### config.mk
export PLATFORM = sky130hd
export DESIGN_NAME = ntt_ctrl
export DESIGN_NICKNAME = d
export VERILOG_FILES = /design/src/rtl/ntt_ctrl.sv
export SDC_FILE = /design/constraint.sdc
export NUM_CORES = 1
export LEC_CHECK = 0
export ABC_AREA = 1
export CORE_MARGIN = 2
export CORE_UTILIZATION = 29
export CTS_CLUSTER_DIAMETER = 50
export CTS_CLUSTER_SIZE = 12
export DETAILED_ROUTE_END_ITERATION = 6
export GPL_TIMING_DRIVEN = 0
export PLACE_DENSITY = 0.47
export SYNTH_ARGS = -nofsm -noshare
export SYNTH_HDL_FRONTEND = slang
export SYNTH_SLANG_ARGS = --single-unit
### constraint.sdc
create_clock -name clk -period 4.3 [get_ports clk]
set_clock_uncertainty 0.05 [all_clocks]
set_input_delay 0.645 -clock clk [delete_from_list [all_inputs] [get_ports clk]]
set_output_delay 0.645 -clock clk [all_outputs]
set_load 0.02 [all_outputs]
### src/rtl/ntt_ctrl.sv
// ntt_ctrl
//   Sequencing controller for the in-place 256-point NTT (q = 8380417).
//   Each RUN cycle it issues one butterfly: a coefficient read pair
//   (j, j+len) plus the twiddle ROM index. The same addresses come back out
//   as write-back strobes PIPE_LAT cycles later. After every stage the
//   controller drains for PIPE_LAT cycles, so the writes of one stage land
//   before the next stage starts reading.
//
// Optional feature, macro INTT_EN:
//   Adds the input `inv`, sampled together with start, and the registered
//   output `mode_inv`. With inv=1 the controller runs the inverse schedule:
//   len ascends from 1 and zeta_idx counts down from N-1.
//
// Ports:
//   clk       in   system clock
//   reset     in   asynchronous active-low reset
//   start     in   begin a transform (sampled in IDLE only)
//   inv       in   inverse-schedule select             (INTT_EN only)
//   mode_inv  out  inverse mode of current transform   (INTT_EN only)
//   busy      out  high from the cycle after start until done
//   done      out  one-cycle completion pulse
//   rd_en     out  coefficient pair read request
//   rd_addr0  out  index j
//   rd_addr1  out  index j+len
//   zeta_idx  out  twiddle ROM index, valid with rd_en
//   wr_en     out  write-back strobe (rd_en delayed PIPE_LAT)
//   wr_addr0  out  out0 destination (rd_addr0 delayed PIPE_LAT)
//   wr_addr1  out  out1 destination (rd_addr1 delayed PIPE_LAT)
module ntt_ctrl #(
    parameter int unsigned N        = 256,
    parameter int unsigned LOG_N    = 8,
    parameter int unsigned ADDR_W   = 8,
    parameter int unsigned PIPE_LAT = 2
) (
    input  logic              clk,
    input  logic              reset,
    input  logic              start,
`ifdef INTT_EN
    input  logic              inv,
    output logic              mode_inv,
`endif
    output logic              busy,
    output logic              done,
    output logic              rd_en,
    output logic [ADDR_W-1:0] rd_addr0,
    output logic [ADDR_W-1:0] rd_addr1,
    output logic [ADDR_W-1:0] zeta_idx,
    output logic              wr_en,
    output logic [ADDR_W-1:0] wr_addr0,
    output logic [ADDR_W-1:0] wr_addr1
);

    localparam int unsigned SW = $clog2(LOG_N);
    localparam int unsigned IW = LOG_N - 1;
    localparam int unsigned PW = 2 * ADDR_W + 1;

    localparam logic [SW-1:0]     LAST_STAGE = SW'(LOG_N - 1);
    localparam logic [SW-1:0]     STAGE_ONE  = SW'(1);
    localparam logic [IW-1:0]     IDX_LAST   = IW'(N / 2 - 1);
    localparam logic [IW-1:0]     IDX_ONE    = IW'(1);
    localparam logic [2:0]        DRAIN_LAST = 3'(PIPE_LAT - 1);
    localparam logic [ADDR_W-1:0] ONE        = ADDR_W'(1);

    typedef enum logic [1:0] {
        ST_IDLE,
        ST_RUN,
        ST_DRAIN,
        ST_DONE
    } state_t;

    state_t            state, nxt_state;
    logic [SW-1:0]     stage, nxt_stage;
    logic [IW-1:0]     idx, nxt_idx;
    logic [2:0]        drain_cnt, nxt_drain;
    logic              inv_q, nxt_inv;
    logic              inv_in;

    logic              nxt_rd_en, nxt_busy, nxt_done;
    logic [ADDR_W-1:0] nxt_a0, nxt_a1, nxt_zeta;

    logic [SW-1:0]     fwd_ll, log_len;
    logic [ADDR_W-1:0] i_ext, blk, len, zeta_fwd, zeta_inv;

    logic [PW-1:0]     dline [PIPE_LAT];

`ifdef INTT_EN
    assign inv_in   = inv;
    assign mode_inv = inv_q;
`else
    assign inv_in   = 1'b0;
`endif

    // Next state, next counters and the next registered outputs. The issue
    // address is derived in closed form from (stage, issue index):
    //   block = idx >> log2(len), j = block*2*len + (idx mod len).
    // Forward zeta for that block is 2^stage + block; inverse zeta is
    // 2^(LOG_N-stage) - 1 - block. This matches the running k counter of
    // the textbook loop without needing to carry k between stages.
    always_comb begin
        nxt_state = state;
        nxt_stage = stage;
        nxt_idx   = idx;
        nxt_drain = drain_cnt;
        nxt_inv   = inv_q;
        nxt_rd_en = 1'b0;
        nxt_busy  = 1'b0;
        nxt_done  = 1'b0;

        case (state)
            ST_IDLE: begin
                if (start) begin
                    nxt_state = ST_RUN;
                    nxt_stage = '0;
                    nxt_idx   = '0;
                    nxt_inv   = inv_in;
                    nxt_rd_en = 1'b1;
                    nxt_busy  = 1'b1;
                end
            end
            ST_RUN: begin
                nxt_busy = 1'b1;
                if (idx == IDX_LAST) begin
                    nxt_state = ST_DRAIN;
                    nxt_drain = '0;
                end else begin
                    nxt_idx   = idx + IDX_ONE;
                    nxt_rd_en = 1'b1;
                end
            end
            ST_DRAIN: begin
                if (drain_cnt == DRAIN_LAST) begin
                    if (stage == LAST_STAGE) begin
                        nxt_state = ST_DONE;
                        nxt_done  = 1'b1;
                    end else begin
                        nxt_state = ST_RUN;
                        nxt_stage = stage + STAGE_ONE;
                        nxt_idx   = '0;
                        nxt_rd_en = 1'b1;
                        nxt_busy  = 1'b1;
                    end
                end else begin
                    nxt_drain = drain_cnt + 3'd1;
                    nxt_busy  = 1'b1;
                end
            end
            ST_DONE: begin
                nxt_state = ST_IDLE;
            end
            default: begin
                nxt_state = ST_IDLE;
            end
        endcase

        fwd_ll   = LAST_STAGE - nxt_stage;
        log_len  = nxt_inv ? nxt_stage : fwd_ll;
        i_ext    = ADDR_W'(nxt_idx);
        blk      = i_ext >> log_len;
        len      = ONE << log_len;
        zeta_fwd = (ONE << nxt_stage) + blk;
        zeta_inv = ((ONE << fwd_ll) << 1) - ONE - blk;

        nxt_a0   = '0;
        nxt_a1   = '0;
        nxt_zeta = '0;
        if (nxt_rd_en) begin
            nxt_a0   = ((blk << log_len) << 1) | (i_ext & (len - ONE));
            nxt_a1   = nxt_a0 + len;
            nxt_zeta = nxt_inv ? zeta_inv : zeta_fwd;
        end
    end

    always_ff @(posedge clk or negedge reset) begin
        if (!reset) begin
            state     <= ST_IDLE;
            stage     <= '0;
            idx       <= '0;
            drain_cnt <= '0;
            inv_q     <= 1'b0;
            rd_en     <= 1'b0;
            busy      <= 1'b0;
            done      <= 1'b0;
            rd_addr0  <= '0;
            rd_addr1  <= '0;
            zeta_idx  <= '0;
        end else begin
            state     <= nxt_state;
            stage     <= nxt_stage;
            idx       <= nxt_idx;
            drain_cnt <= nxt_drain;
            inv_q     <= nxt_inv;
            rd_en     <= nxt_rd_en;
            busy      <= nxt_busy;
            done      <= nxt_done;
            rd_addr0  <= nxt_a0;
            rd_addr1  <= nxt_a1;
            zeta_idx  <= nxt_zeta;
        end
    end

    // Write-back delay line fed from the registered read outputs. The tail
    // is a register, so the wr_* outputs stay registered.
    always_ff @(posedge clk or negedge reset) begin
        if (!reset) begin
            for (int unsigned i = 0; i < PIPE_LAT; i++) begin
                dline[i] <= '0;
            end
        end else begin
            dline[0] <= {rd_en, rd_addr0, rd_addr1};
            for (int unsigned i = 1; i < PIPE_LAT; i++) begin
                dline[i] <= dline[i-1];
            end
        end
    end

    assign {wr_en, wr_addr0, wr_addr1} = dline[PIPE_LAT-1];

endmodule

==> After elaboration in Yosys (flattened, before gate mapping) <==
Index checks and enable logic that the tools add are counted.
{ "op_classes": {"n_reduce_logical": 4, "add_sub_neg": 9, "bitwise": 2, "eq_ne": 10, "shifts": 5, "mux": 34} }
{ "op_table": {"columns": ["operator", "count"], "rows": [
  ["two-way mux 8 bit", 4],
  ["two-way mux 7 bit", 4],
  ["one-hot mux 7 bit (3 select lines)", 1],
  ["two-way mux 3 bit", 6],
  ["adder 8 bit", 2],
  ["<< shifter 1 x 3 -> 8 bit (first input constant)", 2],
  ["subtractor 8 x 1 -> 8 bit (second input constant)", 2],
  ["one-hot mux 3 bit (2 select lines)", 2],
  ["two-way mux 1 bit", 10],
  ["bitwise AND 7 x 8 -> 8 bit", 1],
  ["two-way mux 2 bit", 4],
  ["!= test 2 bit (second input constant)", 4],
  ["OR 8 bit", 1],
  ["one-hot mux 2 bit (4 select lines)", 1],
  ["<< shifter 8 x 3 -> 7 bit", 1],
  ["right shift 7 x 3 -> 8 bit", 1],
  ["subtractor 8 bit", 1],
  ["adder 7 x 1 -> 7 bit (second input constant)", 1],
  ["equality test 7 bit (second input constant)", 1],
  ["<< shifter 1 x 3 -> 7 bit (first input constant)", 1],
  ["adder 3 x 1 -> 3 bit (second input constant)", 2],
  ["one-hot mux 1 bit (3 select lines)", 2],
  ["AND reduction 3 bit", 2],
  ["equality test 2 bit (second input constant)", 2],
  ["other kinds (6)", 6]
]} }
{ "totals": {"reg_bits": 77, "inputBits": 3, "output_inout_bits": 44} }

==> Longest topological paths before layout <==
{ "depth": {"depth_word": 12, "mapped_depth": 31, "mapped_depth_nobuf": 30} }

==> Worst setup path after synthesis <==
OpenSTA, ideal clock, no wires.
{ "synth_path": {"kind": "reg-to-reg", "start": "register stage[0]", "end": "register rd_addr1[7]", "path_stages_with_launch": 29, "path_buffers": 1, "synth_period_minus_slack_ns": 3.420, "t_arrival_ns": 3.251, "slack_ns": 0.880, "setup_ns": 0.119, "cell_sequence": "dfrtp_1 -> ha_1 -> nand2_1 -> nand3_1 -> nand2_2 -> nand2_2 -> nand2_4 -> nand2_4 -> nand2_2 -> nand2_4 -> buf_12 -> nor2_8 -> nand2_1 -> nand3_2 -> nand2_2 -> nand2_1 -> nor2_1 -> nor2_1 -> inv_1 -> ha_1 -> inv_1 -> o31ai_1 -> nand2_1 -> nand2_1 -> a21oi_1 -> xnor2_1 -> inv_1 -> a21oi_1 -> nor2_1"} }
{ "synth_between": {"elab_chain_cells": 12, "word_cells_on_any_way": 22, "cone_classes": "4 x add/sub; 1 x eq/ne; 3 x shift; 12 x mux; 2 x bitwise"} }
{ "synth_lines": {"columns": ["element", "line_no", "text"], "rows": [
  ["start: declaration", "72", "logic [SW-1:0] stage, nxt_stage;"],
  ["start signal: assignment", "188", "stage <= nxt_stage;"],
  ["adder 3 x 1 -> 3 bit or equality test 3 bit (tied branches)", "137, 132", null],
  ["two-way mux 3 bit (*)", "132", "if (stage == LAST_STAGE) begin"],
  ["two-way mux 3 bit (*)", "131", "if (drain_cnt == DRAIN_LAST) begin"],
  ["one-hot mux 3 bit (2 select lines) (*)", "109", "case (state)"],
  ["via nxt_stage[1]", "72", null],
  ["subtractor 3 bit", "155", "fwd_ll = LAST_STAGE - nxt_stage;"],
  ["two-way mux 3 bit (*)", "156", "log_len = nxt_inv ? nxt_stage : fwd_ll;"],
  ["<< shifter 1 x 3 -> 8 bit", "159", "len = ONE << log_len;"],
  ["subtractor 8 x 1 -> 8 bit", "167", "nxt_a0 = ((blk << log_len) << 1) | (i_ext & (len - ONE));"],
  ["bitwise AND 7 x 8 -> 8 bit", "167", null],
  ["OR 8 bit", "167", null],
  ["adder 8 bit (*)", "168", "nxt_a1 = nxt_a0 + len;"],
  ["two-way mux 8 bit (*)", "166", "if (nxt_rd_en) begin"],
  ["via nxt_a1[7]", "79", "logic [ADDR_W-1:0] nxt_a0, nxt_a1, nxt_zeta;"],
  ["end signal: assignment", "196", "rd_addr1 <= nxt_a1;"],
  ["end: declaration", "46", "output logic [ADDR_W-1:0] rd_addr1,"]
]} }
Mark *: on every way through the listed nets, which the timed path passes. The rest lies on a longest branch.
A chain may end at the register's enable or synchronous reset.

==> Worst setup path after layout <==
{ "layout_path": {"start": "input start", "end": "register rd_addr1[7]"} }
{ "layout_between": {"elab_chain_cells": 10, "word_cells_on_any_way": 18, "cone_classes": "3 x add/sub; 3 x shift; 10 x mux; 2 x bitwise"} }
{ "layout_lines": {"columns": ["element", "line_no", "text"], "rows": [
  ["start: declaration", "37", "input logic start,"],
  ["two-way mux 3 bit (*)", "111", "if (start) begin"],
  ["one-hot mux 3 bit (2 select lines) (*)", "109", null],
  ["via nxt_stage[1]", "72", null],
  ["subtractor 3 bit", "155", null],
  ["two-way mux 3 bit (*)", "156", null],
  ["<< shifter 1 x 3 -> 8 bit", "159", null],
  ["subtractor 8 x 1 -> 8 bit", "167", null],
  ["bitwise AND 7 x 8 -> 8 bit", "167", null],
  ["OR 8 bit", "167", null],
  ["adder 8 bit (*)", "168", null],
  ["two-way mux 8 bit (*)", "166", null],
  ["via nxt_a1[7]", "79", null]
]} }
Marked as above.

==> results.cfg <==
[outcome]
status = finished, final reports clean

[cts]
clk_latency_ns = 0.33
clkTransAtPathRegs_ns = 0.06
post-cts-setup-buffers = 0
cts.sinks = 77
numCtsBuffers = 9
root_buffer = clkbuf_16
h-tree-depth = 3
cts_resized = 0
cts_tree = done
cts_buffer_depth = 2
cts_hold_buf = 0

[setup_path]
slowest_delay_ns = 0.53
crit_buf_inv = 6
crit_required_ns = 4.47
endpoint_kind = flip-flop
cp.arrival_ns = 4.14
worst-path-max-fanout = 10
crit_path_start_kind = input port
slowest_stage = clkdlybuf4s50_1
cp_top_family = simple AND/OR/NAND/NOR gates
worst-setup-path-type = in -> reg

[global_routing]
grt_pass1_wl_mm = 15.98
met3_usage_pct = 3.121
grt.busiest_layer = met2
antenna_found_initial = 0
grt_start_max_net_pins = 55
met1_usage_pct = 16.32
grt_overflow_total = 0
track_usage_pct = 12.69
use_met2_pct = 20.79
grt_pass1_vias = 3280

[die]
num_io_pins = 47
dieWidth_um = 126.7
fp.dieH_um = 126.7
dieArea_um2 = 16050
start_util_pct = 29.80
num_rows = 44
core-area_um2 = 14640

[finish]
nNetsFinal = 593
finalNonFillerCells = 753
nFillCells = 1462
regArea_um2 = 1927
area_growth_pct = 23.51
n_antenna_cell = 0
multi_input_area_um2 = 2003
drive_above_1_share_pct = 19.51

[synthesis]
yosysWarnings = 0
async_flop_share_pct = 100.0
ys_types = 43
syn-cell-area_um2 = 4364
synthAdderAreaFrac_pct = 7.970
seq_area_frac_synth_pct = 44.15
synth_compound_area_share_pct = 8.171
synth_edf_count = 0
ys.flop_type = dfrtp_1
yosys.area_share.simple_pct = 28.30
syn_inst = 506
syn_nets = 535
syn_area_per_cell_um2 = 8.625
synth_top_family_by_area = simple AND/OR/NAND/NOR gates
synth.mux.area_fraction_pct = 0
yosys.area_share.xor_xnor_pct = 0.8028
ys_seq_elements = 77

[drt]
drtAntennaViolNets = 0
drc = 0
vias = 3359
wl_mm = 9.513
wire_per_inst_um = 12.63
viasPerCell = 4.461
drt_iter0_drc = 154
drt-pass1-iter-count = 4

[min_path]
hp-class = in -> async

[sta]
layout_min_cycle_time_ns = 3.969
setup_viol = 0
timing_hold_violations_final = 0
timing.fmax_mhz = 252.0
fin_ws_ns = 0.3315
relSlewSlack_pct = 64.29
period_share_pct = 92.29
rsz0062_at_grt = no
drv_slew = 0
tightest_slew_ns = 0.5357

[placed_design]
pre_cts_ws_ns = -0.08777
dp.cells = 737
detailed_place_hpwl_mm = 7.352
gp_congestion = 0.8746
port_buffers = 46

[power]
peakVddDrop_mv = 0.1741
leakagePower_nw = 2.617
p_per_area_nw_per_um2 = 272.4

[run]
cap_violations = 0
-- registers in the layout, indices dropped and copies added, names as in the netlist --
signal	count
dline	17
inv_q	1
drain_cnt	3
zeta_idx	8
done	1
rd_addr1	8
stage	3
idx	7
wr_addr1	8
wr_en	1
busy	1
state	2
rd_en	1
wr_addr0	8
rd_addr0	8
-- layer usage --
metal	up-vias	share of wire, %
li1	1705	-
met1	1589	48
met2	56	47
met3	9	3.4
met4	0	1.7
met5	-	0
-- logic make-up (layout without fill, tap and decap cells) --
family	after synthesis	count (layout)
AND/OR/NAND/NOR	246	246
buffers and inverters	91	154
flip-flops	77	77
AO/OA/AOI/OAI	61	61
adder cells (fa/ha/maj)	26	26
XOR/XNOR	4	4
other	1	1
-- power breakdown --
| part | internal, mW | switching (mW) |
|---|---|---|
| Sequential | 0.728 | 0.000869 |
| Clock | 0.409 | 0.302 |
| Combinational | 0.00924 | 0.0189 |
-- synth_stat cells (2+ instances only) --
library cell  number  area (um^2)
a211oi_1           3        22.52
a21oi_1           25        125.1
a21oi_2            2        17.52
a31oi_1            2        12.51
buf_4             17        127.6
buf_6              3        33.78
dfrtp_1           77         1927
fa_1               3        60.06
ha_1              23        287.8
inv_1             55        206.5
inv_2              9        33.78
nand2_1           98        367.9
nand2_2           13        81.33
nand2_4           11        123.9
nand3_1           22        110.1
nand3_2           16        160.2
nand3b_1           3        22.52
nand4_1            2        12.51
nor2_1            66        247.7
nor2_2             9        56.30
nor3_1             3        15.01
o21ai_0           14        70.07
o21ai_1            4        20.02
o21ai_2            3        26.28
o21bai_1           2        15.01
o31ai_1            2        15.01
xor2_1             3        26.28
-- through the flow --
stage	hold slack [ns]	utilization [%]	TNS [ns]	power, mW	instance area [um^2]
2_1_floorplan	0.2812	-	0	0.7477	4364
3_3_place_gp	0.2813	34.52	-14.99	0.7686	5055
3_5_place_dp	0.2847	34.69	-0.08777	0.7717	5080
4_1_cts	0.1607	36.64	0	1.499	5365
5_1_grt	0.1693	36.81	0	1.536	5390
6_report	0.1626	36.81	0	1.468	5390
-- final cells by class --
type / count / area share [%]
tap: 184 / 4.271
multi-input combinational: 338 / 37.16
clock buffer: 10 / 4.434
sequential: 77 / 35.75
inverter: 66 / 4.643
timing repair buffer: 47 / 9.007
buffer: 25 / 3.877
clock inverter: 6 / 0.8589
-- final timing paths --
path / startpoint / end / slack [ns] / depth (start not counted)
min in group clk: dline[20] / wr_addr1[3] / 0.30 / 0
hold reg to reg: dline[20] / wr_addr1[3] / 0.30 / 0
hold / removal: reset / drain_cnt[1] / 0.16 / 1
setup / recovery: start / rd_addr1[7] / 0.33 / 27
max in group asynchronous: reset / rd_addr1[6] / 3.47 / 2
setup reg to reg: stage[0] / rd_addr1[7] / 0.44 / 28
-- placed cells by master (no fill, tap or decap), types with 2 or more instances in the layout --
| cell | synthesis | routed |
|---|---|---|
| dfrtp_1 | 77 | 77 |
| ha_1 | 23 | 23 |
| nand2_2 | 13 | 13 |
| clkinv_4 | 0 | 2 |
| xor2_1 | 3 | 3 |
| nor2_2 | 9 | 9 |
| o21ai_0 | 14 | 14 |
| o21bai_1 | 2 | 2 |
| nand3b_1 | 3 | 3 |
| nor2_1 | 66 | 66 |
| buf_4 | 17 | 18 |
| inv_1 | 55 | 55 |
| buf_6 | 3 | 3 |
| nand3_2 | 16 | 15 |
| a31oi_1 | 2 | 2 |
| inv_2 | 9 | 9 |
| fa_1 | 3 | 3 |
| nand3_1 | 22 | 22 |
| o21ai_2 | 3 | 3 |
| clkinvlp_4 | 0 | 2 |
| nand2_1 | 98 | 98 |
| a211oi_1 | 3 | 3 |
| a21oi_2 | 2 | 3 |
| a21oi_1 | 25 | 24 |
| clkbuf_16 | 0 | 9 |
| nor3_1 | 3 | 3 |
| clkdlybuf4s50_1 | 0 | 45 |
| nand4_1 | 2 | 2 |
| nand2_4 | 11 | 11 |
| o21ai_1 | 4 | 4 |
Note: power is estimated with default switching activity, not from simulation.
